**src/rtl/seg7_pkg.sv**
```systemverilog
// seg7_pkg
//   Shared definitions for the multiplexed 7-segment display driver:
//   the segment vector type, bit positions of segments a..g within it,
//   and the segment patterns for codes 0-F plus all-off.
//   Segment vector layout: [6]=a [5]=b [4]=c [3]=d [2]=e [1]=f [0]=g, active-high.

package seg7_pkg;

    typedef logic [6:0] seg7_t;

    localparam int SEG_BIT_A = 6;
    localparam int SEG_BIT_B = 5;
    localparam int SEG_BIT_C = 4;
    localparam int SEG_BIT_D = 3;
    localparam int SEG_BIT_E = 2;
    localparam int SEG_BIT_F = 1;
    localparam int SEG_BIT_G = 0;

    localparam seg7_t SEG_BLANK = 7'b0000000;
    localparam seg7_t SEG_0     = 7'b1111110;
    localparam seg7_t SEG_1     = 7'b0110000;
    localparam seg7_t SEG_2     = 7'b1101101;
    localparam seg7_t SEG_3     = 7'b1111001;
    localparam seg7_t SEG_4     = 7'b0110011;
    localparam seg7_t SEG_5     = 7'b1011011;
    localparam seg7_t SEG_6     = 7'b1011111;
    localparam seg7_t SEG_7     = 7'b1110000;
    localparam seg7_t SEG_8     = 7'b1111111;
    localparam seg7_t SEG_9     = 7'b1111011;
    localparam seg7_t SEG_HA    = 7'b1110111;
    localparam seg7_t SEG_HB    = 7'b0011111;
    localparam seg7_t SEG_HC    = 7'b1001110;
    localparam seg7_t SEG_HD    = 7'b0111101;
    localparam seg7_t SEG_HE    = 7'b1001111;
    localparam seg7_t SEG_HF    = 7'b1000111;

    // Single-segment mask, e.g. seg_mask(SEG_BIT_G) isolates the middle bar.
    function automatic seg7_t seg_mask(input int bit_pos);
        seg7_t m;
        m = SEG_BLANK;
        m[bit_pos] = 1'b1;
        return m;
    endfunction

endpackage

```
**src/rtl/seg7_decode.sv**
```systemverilog
// seg7_decode
//   Combinational BCD/hex code to 7-segment pattern decoder.
//   Ports:
//     code     in  [3:0]  digit code
//     hex_mode in         1: codes 10-15 show A,b,C,d,E,F; 0: those codes blank
//     seg      out seg7_t segment pattern, active-high, [6]=a .. [0]=g

module seg7_decode
    import seg7_pkg::*;
(
    input  logic [3:0] code,
    input  logic       hex_mode,
    output seg7_t      seg
);

    seg7_t hex_seg;

    always_comb begin
        hex_seg = SEG_BLANK;
        case (code)
            4'hA:    hex_seg = SEG_HA;
            4'hB:    hex_seg = SEG_HB;
            4'hC:    hex_seg = SEG_HC;
            4'hD:    hex_seg = SEG_HD;
            4'hE:    hex_seg = SEG_HE;
            4'hF:    hex_seg = SEG_HF;
            default: hex_seg = SEG_BLANK;
        endcase
    end

    always_comb begin
        seg = SEG_BLANK;
        case (code)
            4'h0:    seg = SEG_0;
            4'h1:    seg = SEG_1;
            4'h2:    seg = SEG_2;
            4'h3:    seg = SEG_3;
            4'h4:    seg = SEG_4;
            4'h5:    seg = SEG_5;
            4'h6:    seg = SEG_6;
            4'h7:    seg = SEG_7;
            4'h8:    seg = SEG_8;
            4'h9:    seg = SEG_9;
            default: seg = hex_mode ? hex_seg : SEG_BLANK;
        endcase
    end

endmodule

```
**src/rtl/seg7_scan_driver.sv**
```systemverilog
// seg7_scan_driver
//   Multiplexed common-segment display driver for NUM_DIGITS digits.
//   A packed code word and per-digit decimal points are latched on a load
//   strobe; digits are then scanned, each for SCAN_DIV cycles of which the
//   first is a dark anti-ghosting cycle. All outputs are registered.
//   Optional feature: define SEG7_LZB_EN to blank leading zeros (digits
//   above digit 0 whose nibble and all higher nibbles are zero).
//   Ports:
//     clk      in   system clock, rising edge
//     rst_n    in   asynchronous reset, active-low
//     enable   in   1: scanning; 0: display dark, scan position held
//     load     in   strobe capturing bcd_in / dp_in (independent of enable)
//     bcd_in   in   [4*NUM_DIGITS-1:0] packed codes, nibble k = digit k
//     dp_in    in   [NUM_DIGITS-1:0]   decimal point per digit
//     seg_out  out  [6:0] segments a..g, active-high
//     dp_out   out  decimal point of the selected digit
//     dig_sel  out  [NUM_DIGITS-1:0] one-hot digit enable, zero when dark

module seg7_scan_driver
    import seg7_pkg::*;
#(
    parameter int NUM_DIGITS = 4,
    parameter int SCAN_DIV   = 1000,
    parameter int HEX_MODE   = 1
) (
    input  logic                    clk,
    input  logic                    rst_n,
    input  logic                    enable,
    input  logic                    load,
    input  logic [4*NUM_DIGITS-1:0] bcd_in,
    input  logic [NUM_DIGITS-1:0]   dp_in,
    output logic [6:0]              seg_out,
    output logic                    dp_out,
    output logic [NUM_DIGITS-1:0]   dig_sel
);

    localparam int CNT_W = $clog2(SCAN_DIV);
    localparam int IDX_W = (NUM_DIGITS > 1) ? $clog2(NUM_DIGITS) : 1;
    localparam logic [CNT_W-1:0] CNT_LAST = CNT_W'(SCAN_DIV - 1);
    localparam logic [IDX_W-1:0] IDX_LAST = IDX_W'(NUM_DIGITS - 1);

    logic [4*NUM_DIGITS-1:0] disp_q, disp_d;
    logic [NUM_DIGITS-1:0]   dpr_q, dpr_d;
    logic [CNT_W-1:0]        cnt_q, cnt_d;
    logic [IDX_W-1:0]        idx_q, idx_d;
    seg7_t                   seg_q, seg_d;
    logic                    dpo_q, dpo_d;
    logic [NUM_DIGITS-1:0]   sel_q, sel_d;

    logic [NUM_DIGITS-1:0]   lzb_mask;
    logic [3:0]              code_cur;
    logic                    dp_cur;
    logic                    lzb_cur;
    seg7_t                   dec_seg;

`ifdef SEG7_LZB_EN
    // Walk from the most significant digit down; a digit is blanked while
    // every nibble from it upward is zero. Digit 0 always stays visible.
    always_comb begin
        logic zero_above;
        zero_above = 1'b1;
        lzb_mask   = '0;
        for (int k = NUM_DIGITS - 1; k >= 0; k--) begin
            zero_above = zero_above & (disp_q[4*k +: 4] == 4'h0);
            if (k > 0) begin
                lzb_mask[k] = zero_above;
            end
        end
    end
`else
    assign lzb_mask = '0;
`endif

    // Select the current digit's code, decimal point and blank flag.
    always_comb begin
        code_cur = 4'h0;
        dp_cur   = 1'b0;
        lzb_cur  = 1'b0;
        for (int k = 0; k < NUM_DIGITS; k++) begin
            if (idx_q == IDX_W'(k)) begin
                code_cur = disp_q[4*k +: 4];
                dp_cur   = dpr_q[k];
                lzb_cur  = lzb_mask[k];
            end
        end
    end

    seg7_decode u_decode (
        .code     (code_cur),
        .hex_mode (HEX_MODE != 0),
        .seg      (dec_seg)
    );

    always_comb begin
        disp_d = disp_q;
        dpr_d  = dpr_q;
        cnt_d  = cnt_q;
        idx_d  = idx_q;
        seg_d  = SEG_BLANK;
        dpo_d  = 1'b0;
        sel_d  = '0;

        if (load) begin
            disp_d = bcd_in;
            dpr_d  = dp_in;
        end

        if (enable) begin
            if (cnt_q == CNT_LAST) begin
                cnt_d = '0;
                idx_d = (idx_q == IDX_LAST) ? '0 : idx_q + 1'b1;
            end else begin
                cnt_d = cnt_q + 1'b1;
            end
        end

        // cnt_q == 0 is the dark gap between digits to avoid ghosting.
        if (enable && (cnt_q != '0)) begin
            sel_d = NUM_DIGITS'(1) << idx_q;
            seg_d = lzb_cur ? SEG_BLANK : dec_seg;
            dpo_d = dp_cur;
        end
    end

    always_ff @(posedge clk or negedge rst_n) begin
        if (!rst_n) begin
            disp_q <= '0;
            dpr_q  <= '0;
            cnt_q  <= '0;
            idx_q  <= '0;
            seg_q  <= SEG_BLANK;
            dpo_q  <= 1'b0;
            sel_q  <= '0;
        end else begin
            disp_q <= disp_d;
            dpr_q  <= dpr_d;
            cnt_q  <= cnt_d;
            idx_q  <= idx_d;
            seg_q  <= seg_d;
            dpo_q  <= dpo_d;
            sel_q  <= sel_d;
        end
    end

    assign seg_out = seg_q;
    assign dp_out  = dpo_q;
    assign dig_sel = sel_q;

endmodule

```
**config.mk**
```make
export PLATFORM = sky130hd
export DESIGN_NAME = seg7_scan_driver
export DESIGN_NICKNAME = d
export VERILOG_FILES = /design/src/rtl/seg7_pkg.sv /design/src/rtl/seg7_decode.sv /design/src/rtl/seg7_scan_driver.sv
export SDC_FILE = /design/constraint.sdc
export NUM_CORES = 1
export LEC_CHECK = 0
export BUFFER_PORTS_ARGS = -buffer_cell sky130_fd_sc_hd__buf_2
export CAP_MARGIN = 10
export CORE_MARGIN = 8
export CORE_UTILIZATION = 55
export CTS_CLUSTER_DIAMETER = 30
export DETAILED_ROUTE_END_ITERATION = 8
export GPL_TIMING_DRIVEN = 0
export PLACE_DENSITY_LB_ADDON = 0.25
export SYNTH_ARGS = -nofsm -noshare
export SYNTH_HDL_FRONTEND = slang
export SYNTH_SLANG_ARGS = --single-unit
```
**constraint.sdc**
```tcl
create_clock -name clk -period 2.3 [get_ports clk]
set_input_delay 0.23 -clock clk [delete_from_list [all_inputs] [get_ports clk]]
set_output_delay 0.23 -clock clk [all_outputs]
set_load 0.01 [all_outputs]
```
Word-level counts from Yosys, hierarchy flattened --
Index checks and enable logic that the tools add are counted.
Storage, ports and cells: register bits 44, input port bits 24, output and inout port bits 12, word-level logic and storage cells 49
Operators by class: $add $sub $neg 2, equal/unequal tests 19, shift operators 1, mux-type cells 15, reduce and logical (&&, ||, !) cells 5
Operator list (count):
- one-hot mux 7 bit (10 select lines) | 1
- one-hot mux 7 bit (6 select lines) | 1
- equality test 4 bit (second input constant) | 8
- two-way mux 4 bit | 5
- equality test 4 x 3 -> 1 bit (second input constant) | 4
- adder 10 x 1 -> 10 bit (second input constant) | 1
- equality test 10 bit (second input constant) | 1
- two-way mux 10 bit | 1
- nonzero test 10 bit | 1
- equality test 4 x 2 -> 1 bit (second input constant) | 2
- two-way mux 7 bit | 1
- two-way mux 1 bit | 5
- equality test 2 bit (second input constant) | 2
- equality test 4 x 1 -> 1 bit (second input constant) | 1
- zero test 4 bit | 1
- left shift 1 x 2 -> 4 bit (first input constant) | 1
- adder 2 x 1 -> 2 bit (second input constant) | 1
- equality test 2 x 1 -> 1 bit (second input constant) | 1
- zero test 2 bit | 1
- two-way mux 2 bit | 1
- AND reduction 2 bit | 1
- logical AND 1 bit | 1

Longest topological paths before layout --
Gate-level depths: netlist of run 1.
depth in word-level cells 9, depth in mapped cells 10, mapped depth without buffers 8

Modules after synthesis --
Synthesis of run 1 repeated with hierarchy kept, for this count alone.
Unflattened totals: cells, all modules 223, area, all modules 2306.0 sq um
Modules (own cells, without submodules):
- seg7_scan_driver | instances 1, cells an instance 178, area each 2033.2 sq um, seq. area each 1101.1 sq um
- seg7_decode | instances 1, cells an instance 45, area each 272.8 sq um, seq. area each 0.0 sq um

Worst setup path after synthesis of run 1 --
OpenSTA, ideal clock, no wires.
path kind register to register, from register idx_q[0], to register seg_q[1] (netlist: seg_out[1]), setup time 123 ps, data arrival time 1713 ps, required time 2177 ps, path slack 464 ps, cell stages (with the launch flop) 9, path buffers 1, period minus slack after synthesis 1836 ps, cell sequence dfrtp_1 > inv_1 > ha_1 > nor2b_2 > a22oi_2 > a21oi_2 > buf_6 > maj3_1 > o221a_1
Between the ends: word-level cells in the longest chain between the ends 9, elaborated cells between the ends (all ways) 27, those cells by class eq/ne: 18; mux: 7; reduce/logical: 2
RTL lines:
- from (decl) | line seg7_scan_driver.sv:45 | logic [IDX_W-1:0] idx_q, idx_d;
- from (signal assigned) | line seg7_scan_driver.sv:138 | idx_q <= idx_d;
- zero test 2 bit | line seg7_scan_driver.sv:80 | if (idx_q == IDX_W'(k)) begin
- two-way mux 4 bit (3 in a row) | line seg7_scan_driver.sv:80
- two-way mux 4 bit * | line seg7_scan_driver.sv:80
- equality test 4 bit | line seg7_decode.sv:20 | case (code)
- one-hot mux 7 bit (6 select lines) | line seg7_decode.sv:20
- one-hot mux 7 bit (10 select lines) * | line seg7_decode.sv:33 | case (code)
- two-way mux 7 bit * | line seg7_scan_driver.sv:118 | if (enable && (cnt_q != '0)) begin
- via seg_d[1] | line seg7_scan_driver.sv:46 | seg7_t seg_q, seg_d;
- to (signal assigned) | line seg7_scan_driver.sv:139 | seg_q <= seg_d;
- to (decl) | line seg7_scan_driver.sv:46
Mark *: on every way through the listed nets, which the timed path passes. The rest lies on a longest branch. A chain may end at the register's enable or synchronous reset.

Final worst setup path of run 1 --
from register idx_q[0], to register seg_q[6] (netlist: seg_out[6])
Same word-level chain as after synthesis.

==> impl_metrics.json, run 1 <==
{
  "antenna_cells": 0,
  "clk_pin_slew_ns": 0.09,
  "cts-hold-fix-buffers": 0,
  "dp_cells": 269,
  "clock-sinks": 44,
  "instances_no_fill": 277,
  "worst_slack_ns": 0.206,
  "r2r_setup_slack_ns": 0.21,
  "rsz0062_at_grt": "no",
  "finalMaxSlewViolations": 0,
  "pin_count": 36,
  "yosysTopAreaCell": "dfrtp_1",
  "synth_cell_types": 49,
  "synth_top_area_share": 0.504,
  "first_pass_iters": 4,
  "cts_max_level": 2,
  "status": "complete, no violations",
  "reg2reg_to": "seg_out[6]$_DFF_PN0_",
  "drc": 0,
  "hold_viol_final": 0,
  "synthTopCellsByArea": "dfrtp_1 50%, mux2_2 10%, ha_1 3.4%",
  "ant_nets": 0,
  "startpoint_type": "flop",
  "cts_resized": 0,
  "grt_pass1_wl_mm": 6.93,
  "fin_crit_sh": 0.911,
  "mostFrequentLayoutCells": "44 x dfrtp_1, 36 x buf_2, 20 x mux2_2",
  "final_net_count": 256,
  "dp_slack_ns": 0.206,
  "cap_violations": 0,
  "worst_slew_pin_slew_ns": 0.942,
  "hp-class": "input port to async pin",
  "cp.required_ns": 2.54,
  "whs_ns": 0.0629,
  "path_delay_family": "compound AO/OA/AOI/OAI gates",
  "rows": 23,
  "synthArstFlopShare": 1.00,
  "synth_warnings": 0,
  "crit_chain": "inv_1, ha_1, nand2_1, o211ai_1, o211ai_2, and2_2, mux2_4, a21oi_2",
  "synth_cells": 186,
  "skew_ns": 0.0112,
  "cts_tree": "built",
  "synth_nets": 216,
  "routabilityCongestion": 0.772,
  "die-area_um2": 6250,
  "vias": 1507,
  "slowest_stage": "dfrtp_1",
  "p_leak_nw": 1.16,
  "drt_wl_total_mm": 4.18,
  "synth.avg_cell_area_um2": 11.8,
  "cts_root_buffer": "clkbuf_8",
  "fp.dieH_um": 79.0,
  "max-slew-margin-rel": 0.372,
  "criticalPathCategory": "flop to flop",
  "drive_gt1_frac": 0.374,
  "cts_setup_buffers": 0,
  "cp_max_fo": 5,
  "p_per_area_nw_per_um2": 722,
  "seq_area_frac_synth": 0.504,
  "reg2reg_depth": 8,
  "syn_area_um2": 2190,
  "port_buffers": 33,
  "synth_ff_type": "dfrtp_1",
  "die_w_um": 79.0,
  "min_period_ns": 2.09,
  "arrival_ns": 2.33,
  "core_area_um2": 3910,
  "ys_ff_latch": 44,
  "grt_pass1_vias": 1545,
  "track_usage": 0.142,
  "cts_buffer_depth": 2,
  "cts_buffers": 5,
  "drtIter0Drc": 108,
  "post_drt_wl_per_cell_um": 15.1,
  "synth_edf_count": 0,
  "mostFrequentLayoutCell": "dfrtp_1",
  "grt-ovfl-total": 0,
  "crit_buf_inv": 1,
  "reg2reg_from": "idx_q[0]$_DFFE_PN0P_",
  "antenna_found_initial": 0,
  "ir_drop_uv": 359,
  "fmax_mhz": 477,
  "fillers": 334,
  "vias_per_cell": 5.44,
  "dp_hpwl_mm": 3.09,
  "initial_utilization": 0.559,
  "tns_ns": 0,
  "setup_viol": 0,
  "area_growth_pct": 14.7,
  "total_power_w": 0.00181,
  "clock_latency_ns": 0.30,
  "max_stage_delay_ns": 0.41,
  "grt_max_degree": 45,
  "cp-end-kind": "flop"
}
cells by family after synthesis:
family,share of synthesized area
AND/OR/NAND/NOR,0.133
flip-flops,0.504
AO/OA/AOI/OAI,0.134
multiplexers,0.119
buffers and inverters,0.0395
XOR/XNOR,0.0321
adder cells (fa/ha/maj),0.0389
flip-flops by register name, indices dropped and copies added (netlist names):
name,count
disp_q,16
cnt_q,10
seg_out,7
dig_sel,4
dpr_q,4
idx_q,2
dp_out,1
through the flow:
step / util / cell area (µm²)
after floorplan: - / 2190
after CTS: 0.641 / 2510
after global routing: 0.641 / 2510
after global placement: 0.617 / 2410
final: 0.641 / 2510
after detailed placement: 0.617 / 2410
final cells by class:
cell class | instances | area (µm²) | area share
Clock buffer | 7 | 86.3 | 0.0344
Multi-Input combinational cell | 126 | 998 | 0.398
Inverter | 7 | 26.3 | 0.0105
Buffer | 9 | 60.1 | 0.0240
Timing Repair Buffer | 33 | 165 | 0.0659
Clock inverter | 1 | 7.51 | 0.00299
Tap cell | 50 | 62.6 | 0.0250
Sequential cell | 44 | 1100 | 0.439
power breakdown:
| group | total, W | internal [W] | switching, W | leakage [nW] |
|---|---|---|---|---|
| clock | 0.000504 | 0.000244 | 0.000259 | 0.0445 |
| sequential | 0.000952 | 0.000877 | 0.0000753 | 0.535 |
| combinational | 0.000354 | 0.000172 | 0.000182 | 0.579 |
how the worst max path moves through the flow:
stage / startpoint / endpoint / slack [ns] / depth (start not counted)
2_1_floorplan: idx_q[0]$_DFFE_PN0P_ / seg_out[1]$_DFF_PN0_ / 0.46 / 8
3_3_place_gp: idx_q[0]$_DFFE_PN0P_ / seg_out[2]$_DFF_PN0_ / 0.24 / 9
3_5_place_dp: idx_q[0]$_DFFE_PN0P_ / seg_out[6]$_DFF_PN0_ / 0.21 / 8
4_1_cts: idx_q[0]$_DFFE_PN0P_ / seg_out[6]$_DFF_PN0_ / 0.19 / 8
5_1_grt: idx_q[0]$_DFFE_PN0P_ / seg_out[5]$_DFF_PN0_ / 0.03 / 9
6_report: idx_q[0]$_DFFE_PN0P_ / seg_out[6]$_DFF_PN0_ / 0.21 / 8
synthesized netlist by cell type, types with 2 or more instances:
library cell	n
mux2_2	20
a221oi_1	2
or2b_1	2
nand2b_1	2
nand3_1	4
nor3_1	3
xor2_1	3
dfrtp_1	44
mux2i_1	2
nand2_1	15
buf_6	3
buf_2	3
xnor2_1	5
a21oi_2	2
and2_1	3
inv_1	6
o211ai_1	2
o31ai_1	2
and3_1	2
nor2_1	14
nand4_1	4
o21ai_0	6
ha_1	6
o211ai_2	2
a21oi_1	3
clkbuf_1	3
metal layers:
layer,track usage,share of wire,vias to the layer above
li1,-,-,733
met1,0.166,0.45,730
met2,0.222,0.46,37
met3,0.0553,0.072,7
met4,0.0704,0.017,0
met5,0,0,-
(Power assumes the default switching activity.)
==> run 2, diff against run 1 <==
--- a/config.mk
+++ b/config.mk
@@ -8,11 +8,12 @@
 export BUFFER_PORTS_ARGS = -buffer_cell sky130_fd_sc_hd__buf_2
 export CAP_MARGIN = 10
 export CORE_MARGIN = 8
-export CORE_UTILIZATION = 55
+export CORE_UTILIZATION = 50
 export CTS_CLUSTER_DIAMETER = 30
 export DETAILED_ROUTE_END_ITERATION = 8
 export GPL_TIMING_DRIVEN = 0
 export PLACE_DENSITY_LB_ADDON = 0.25
+export SKIP_LAST_GASP = 1
 export SYNTH_ARGS = -nofsm -noshare
 export SYNTH_HDL_FRONTEND = slang
 export SYNTH_SLANG_ARGS = --single-unit
==> constraint.sdc (replaced) <==
create_clock -name clk -period 1.75 [get_ports clk]
set_input_delay 0.175 -clock clk [delete_from_list [all_inputs] [get_ports clk]]
set_output_delay 0.175 -clock clk [all_outputs]
set_load 0.01 [all_outputs]
==> run 2 against run 1 <==
  * The run now ends with negative setup slack left
  * Clock skew decreased by 0.0064 ns
  * Via count increased by 3.5%
  * First-iteration DRC count decreased by 43%
  * Worst hold slack got worse by 0.030 ns
  * Core utilization decreased by 1.2 points
  * Largest cell class is now multi-input gates
==> impl_metrics.json, run 2 (same netlist as run 1, synthesis figures left out) <==
{
  "status": "finished, violations left",
  "violations": "negative setup slack",
  "arrival_ns": 2.11,
  "cp_max_fo": 4,
  "mostFrequentLayoutCells": "43 x dfrtp_1, 35 x buf_2, 20 x mux2_2",
  "vias_per_cell": 5.39,
  "p_per_area_nw_per_um2": 888,
  "fin_crit_sh": 1.10,
  "cts_buffer_depth": 2,
  "track_usage": 0.139,
  "cp-end-kind": "flop",
  "initial_utilization": 0.509,
  "pin_count": 36,
  "max-slew-margin-rel": 0.357,
  "cts_tree": "built",
  "drtIter0Drc": 62,
  "fillers": 341,
  "hold_viol_final": 0,
  "cp.required_ns": 1.93,
  "cts_max_level": 2,
  "grt_max_degree": 45,
  "finalMaxSlewViolations": 0,
  "dp_hpwl_mm": 3.06,
  "hp-class": "input port to async pin",
  "clock_latency_ns": 0.29,
  "total_power_w": 0.00240,
  "grt_pass1_vias": 1548,
  "port_buffers": 33,
  "tns_ns": -0.950,
  "rows": 24,
  "criticalPathCategory": "flop to flop",
  "fp.dieH_um": 82.1,
  "min_period_ns": 1.93,
  "worst_slew_pin_slew_ns": 0.965,
  "fmax_mhz": 518,
  "clk_pin_slew_ns": 0.08,
  "die-area_um2": 6740,
  "antenna_cells": 0,
  "area_growth_pct": 23.5,
  "ant_nets": 0,
  "clock-sinks": 44,
  "mostFrequentLayoutCell": "dfrtp_1",
  "core_area_um2": 4290,
  "startpoint_type": "flop",
  "routabilityCongestion": 0.810,
  "final_net_count": 267,
  "drc": 0,
  "whs_ns": 0.0326,
  "drt_wl_total_mm": 4.34,
  "cap_violations": 0,
  "skew_ns": 0.00475,
  "regMostFlops": "disp_q",
  "setup_viol": 7,
  "vias": 1559,
  "drive_gt1_frac": 0.473,
  "antenna_found_initial": 0,
  "largest_reg_flops": 16,
  "die_w_um": 82.1,
  "first_pass_iters": 4,
  "grt-ovfl-total": 0,
  "cts_buffers": 5,
  "rsz0062_at_grt": "yes",
  "cts_root_buffer": "clkbuf_8",
  "post_drt_wl_per_cell_um": 15.0,
  "grt_pass1_wl_mm": 7.33,
  "worst_slack_ns": -0.180,
  "p_leak_nw": 1.22,
  "ir_drop_uv": 595
}
[run 2: changes by cell type in the layout (fill, tap and decap cells not counted), moves of 3 or more]
cell and change:
inv_2 +3, ha_1 -5, buf_4 +11, inv_1 -4, ha_4 +3
[run 2: worst paths after layout]
check / to / slack, ns / depth (start not counted) / from
worst max-delay path: seg_out[1]$_DFF_PN0_ / -0.18 / 8 / idx_q[0]$_DFFE_PN0P_
worst max register to register: seg_out[1]$_DFF_PN0_ / -0.18 / 8 / idx_q[0]$_DFFE_PN0P_
min in group clk: disp_q[4]$_DFFE_PN0P_ / 0.12 / 2 / bcd_in[4]
worst min-delay path: cnt_q[5]$_DFFE_PN0P_ / 0.03 / 1 / rst_n
max in group asynchronous: idx_q[0]$_DFFE_PN0P_ / 1.06 / 1 / rst_n
worst min register to register: disp_q[15]$_DFFE_PN0P_ / 0.51 / 1 / disp_q[15]$_DFFE_PN0P_
[run 2: critical path, stage by stage, from the launching register on]
cell	delay, ns
dfrtp_2	0.46
inv_4	0.10
ha_2	0.27
nor2_4	0.07
buf_4	0.14
o211ai_4	0.09
o311ai_4	0.14
maj3_2	0.32
o221a_1	0.21
[run 2: per-stage QoR]
step / utilization / instance area (µm²) / setup slack (ns) / instances
6_report: 0.628 / 2700 / -0.180 / 289
3_5_place_dp: 0.568 / 2440 / -0.230 / 271
4_1_cts: 0.612 / 2630 / -0.174 / 286
5_1_grt: 0.628 / 2700 / -0.278 / 289
3_3_place_gp: 0.568 / 2440 / -0.235 / 271
2_1_floorplan: - / 2210 / -0.00985 / 186
[run 2: repair_timing]
| item | in CTS | in global routing |
|---|---|---|
| resized for setup | 14 | 10 |
| pin swaps | 12 | 7 |
| setup endpoints to repair | 10 | 12 |
| hold buffers | 0 | 0 |
| gates cloned | 2 | 0 |
| setup buffers | 6 | 3 |
[run 2: power breakdown]
group / internal (W) / total (W) / switching [W] / leakage (nW)
clock network: 0.000272 / 0.000593 / 0.000322 / 0.0410
logic: 0.000277 / 0.000544 / 0.000267 / 0.642
registers: 0.00115 / 0.00126 / 0.000106 / 0.535
[run 2: layer usage]
layer  track usage  up-vias  part of all wire
met5             0        -                 0
met4        0.0491        0            0.0088
met3        0.0379        5             0.052
met1         0.183      760              0.46
met2         0.214       29              0.47
li1              -      765                 -
[run 2: layout make-up]
class	count	area, µm²	share of cell area
plain buffers	9	66.3	0.0246
clock buffers	6	72.6	0.0269
clock inverters	1	5.00	0.00185
inverters	7	28.8	0.0107
multi-input cells	126	1110	0.412
flip-flops and latches	44	1100	0.408
well taps	52	65.1	0.0241
repair buffers	44	248	0.0918
==> run 3, diff against run 2 <==
--- a/config.mk
+++ b/config.mk
@@ -5,8 +5,10 @@
 export SDC_FILE = /design/constraint.sdc
 export NUM_CORES = 1
 export LEC_CHECK = 0
+export ABC_CLOCK_PERIOD_IN_PS = 1750
 export BUFFER_PORTS_ARGS = -buffer_cell sky130_fd_sc_hd__buf_2
 export CAP_MARGIN = 10
+export CORE_ASPECT_RATIO = 0.6
 export CORE_MARGIN = 8
 export CORE_UTILIZATION = 50
 export CTS_CLUSTER_DIAMETER = 30
==> run 3 against run 2 <==
  * The flow still finishes with violations (negative setup slack)
  * Clock skew is 0.0018 ns higher
  * Clock power grew 6.4%
  * Via count is 2.8% higher
  * Final area up 3.7%
  * Die area rose by 1.0%
  * Final cell count rose by 5.2%
  * Global-route usage is 0.62 points higher
  * Sequential power about the same
  * Combinational power fell by 2%
  * Flip-flop and latch count did not move
  * Register-to-register slack got worse by 0.04 ns
  * Non-clock buffer count rose by 6
  * Largest cell class unchanged
==> impl_metrics.json, run 3 (same netlist as run 1, synthesis figures left out) <==
{
  "die_w_um": 101,
  "cp_max_fo": 5,
  "finish.utilization": 0.675,
  "criticalPathCategory": "flop to flop",
  "pin_count": 36,
  "grt-ovfl-total": 0,
  "antenna_found_initial": 0,
  "critical_path.endpoint": "seg_out[1]$_DFF_PN0_",
  "r2r_setup_slack_ns": -0.22,
  "grt_max_degree": 45,
  "vias_per_cell": 5.27,
  "initial_utilization": 0.527,
  "cts_max_level": 2,
  "final_net_count": 273,
  "dp_hpwl_mm": 3.17,
  "rsz0062_at_grt": "yes",
  "startpoint_type": "flop",
  "internal_power_w": 0.00169,
  "cts_tree": "built",
  "p_per_area_nw_per_um2": 865,
  "max-slew-margin-rel": 0.368,
  "drive_gt1_frac": 0.496,
  "status": "finished, violations left",
  "vias": 1602,
  "regMostFlops": "disp_q",
  "drtIter0Drc": 66,
  "clk_pin_slew_ns": 0.09,
  "comb_power_share": 0.221,
  "largest_reg_flops": 16,
  "fp.dieH_um": 67.2,
  "cp-end-kind": "flop",
  "setup_viol": 8,
  "rows": 18,
  "power_frac_seq": 0.519,
  "dp_slack_ns": -0.178,
  "mostFrequentLayoutCell": "dfrtp_1",
  "die-area_um2": 6810,
  "post_drt_wl_per_cell_um": 15.7,
  "area_growth_pct": 28.0,
  "fillers": 330,
  "ant_nets": 0,
  "port_buffers": 33,
  "worst_slack_ns": -0.221,
  "hold_viol_final": 0,
  "reg2reg_depth": 8,
  "cp-startpoint": "idx_q[0]$_DFFE_PN0P_",
  "cts_root_buffer": "clkbuf_8",
  "track_usage": 0.145,
  "arrival_ns": 2.17,
  "cap_violations": 0,
  "violations": "negative setup slack",
  "pwr-share-clk": 0.261,
  "first_pass_iters": 4,
  "p_leak_nw": 1.27,
  "hp-class": "input port to async pin",
  "reg2reg_to": "seg_out[1]$_DFF_PN0_",
  "antenna_cells": 0,
  "finalMaxSlewViolations": 0,
  "worst_slew_pin_slew_ns": 0.948,
  "switching_power_w": 0.000729,
  "clock-sinks": 44,
  "fmax_mhz": 507,
  "cts_buffers": 5,
  "ir_drop_uv": 513,
  "drt_wl_total_mm": 4.76,
  "mostFrequentLayoutCells": "42 x dfrtp_1, 35 x buf_2, 20 x mux2_2",
  "drc": 0,
  "grtUsageMet3": 0.0410,
  "routabilityCongestion": 0.793,
  "reg2reg_from": "idx_q[0]$_DFFE_PN0P_",
  "use_met2": 0.217,
  "core_area_um2": 4140,
  "skew_ns": 0.00657,
  "cts_buffer_depth": 2,
  "min_period_ns": 1.97,
  "dp_cells": 279,
  "grtUsageMet1": 0.190,
  "clock_latency_ns": 0.30,
  "grt_pass1_wl_mm": 7.58,
  "busiest_layer": "met2",
  "swShare": 0.301,
  "grt_pass1_vias": 1596,
  "fin_crit_sh": 1.13,
  "cp.required_ns": 1.94,
  "instances_no_fill": 304
}
==> run 3: cell count changes in the layout (fill, tap and decap cells not counted), moves of 2 or more <==
cell     change
buf_4        +6
o21ai_0      -2
o21ai_2      +2
ha_2         -2
inv_2        -2
==> run 3: how the worst min path moves through the flow <==
stage                          from               endpoint  slack (ns)  cells after the start
after global placement        rst_n   dpr_q[0]$_DFFE_PN0P_        0.38                      1
after detailed placement      rst_n   dpr_q[0]$_DFFE_PN0P_        0.38                      1
after global routing      bcd_in[0]  disp_q[0]$_DFFE_PN0P_        0.09                      2
after CTS                     rst_n  disp_q[0]$_DFFE_PN0P_        0.05                      1
after floorplan               rst_n   cnt_q[0]$_DFFE_PN0P_       -0.12                      0
final                         rst_n  disp_q[3]$_DFFE_PN0P_        0.02                      1
==> run 3: stage by stage <==
stage	hold WS [ns]	instance area (µm²)	total power, W	TNS [ns]
2_1_floorplan	-0.121	2210	0.00158	-0.00985
3_3_place_gp	0.380	2450	0.00173	-1.10
3_5_place_dp	0.376	2450	0.00174	-1.06
4_1_cts	0.0471	2670	0.00239	-0.794
5_1_grt	0.0882	2800	0.00256	-1.92
6_report	0.0206	2800	0.00242	-1.05
==> run 3: power by group through the flow <==
stage | Sequential [W] | Clock, W | Combinational [W]
floorplan | 0.00127 | 0 | 0.000314
global placement | 0.00127 | 0 | 0.000464
detailed placement | 0.00127 | 0 | 0.000471
CTS | 0.00125 | 0.000647 | 0.000493
global route | 0.00128 | 0.000687 | 0.000591
finish | 0.00126 | 0.000631 | 0.000534
==> run 3: layout make-up <==
cell class	count	area, µm²	area share
multi-input cells	126	1140	0.408
clock buffers	5	68.8	0.0246
plain buffers	9	66.3	0.0237
clock inverters	3	18.8	0.00671
repair buffers	50	293	0.105
flip-flops and latches	44	1100	0.394
inverters	7	31.3	0.0112
well taps	60	75.1	0.0268
==> run 3: routing by layer <==
metal / wire [µm] / vias to the layer above
met5: 0 / -
met4: 85 / 0
met3: 280 / 8
met2: 2120 / 39
met1: 2270 / 778
li1: - / 777
==> run 3: what timing repair did <==
item                                    4_1_cts  5_1_grt
hold buffers                                  0        0
pin swaps                                     6        7
gates resized for setup                      10       20
endpoints found under the setup margin       10        9
gates cloned                                  1        0
buffers inserted                              9        7
==> run 3: worst max-delay path, cell delays in order (launching register included) <==
cell	delay, ns
dfrtp_2	0.47
inv_4	0.11
ha_4	0.17
nand2_2	0.04
o211ai_1	0.22
o221ai_2	0.18
buf_4	0.17
maj3_2	0.30
o221a_1	0.21
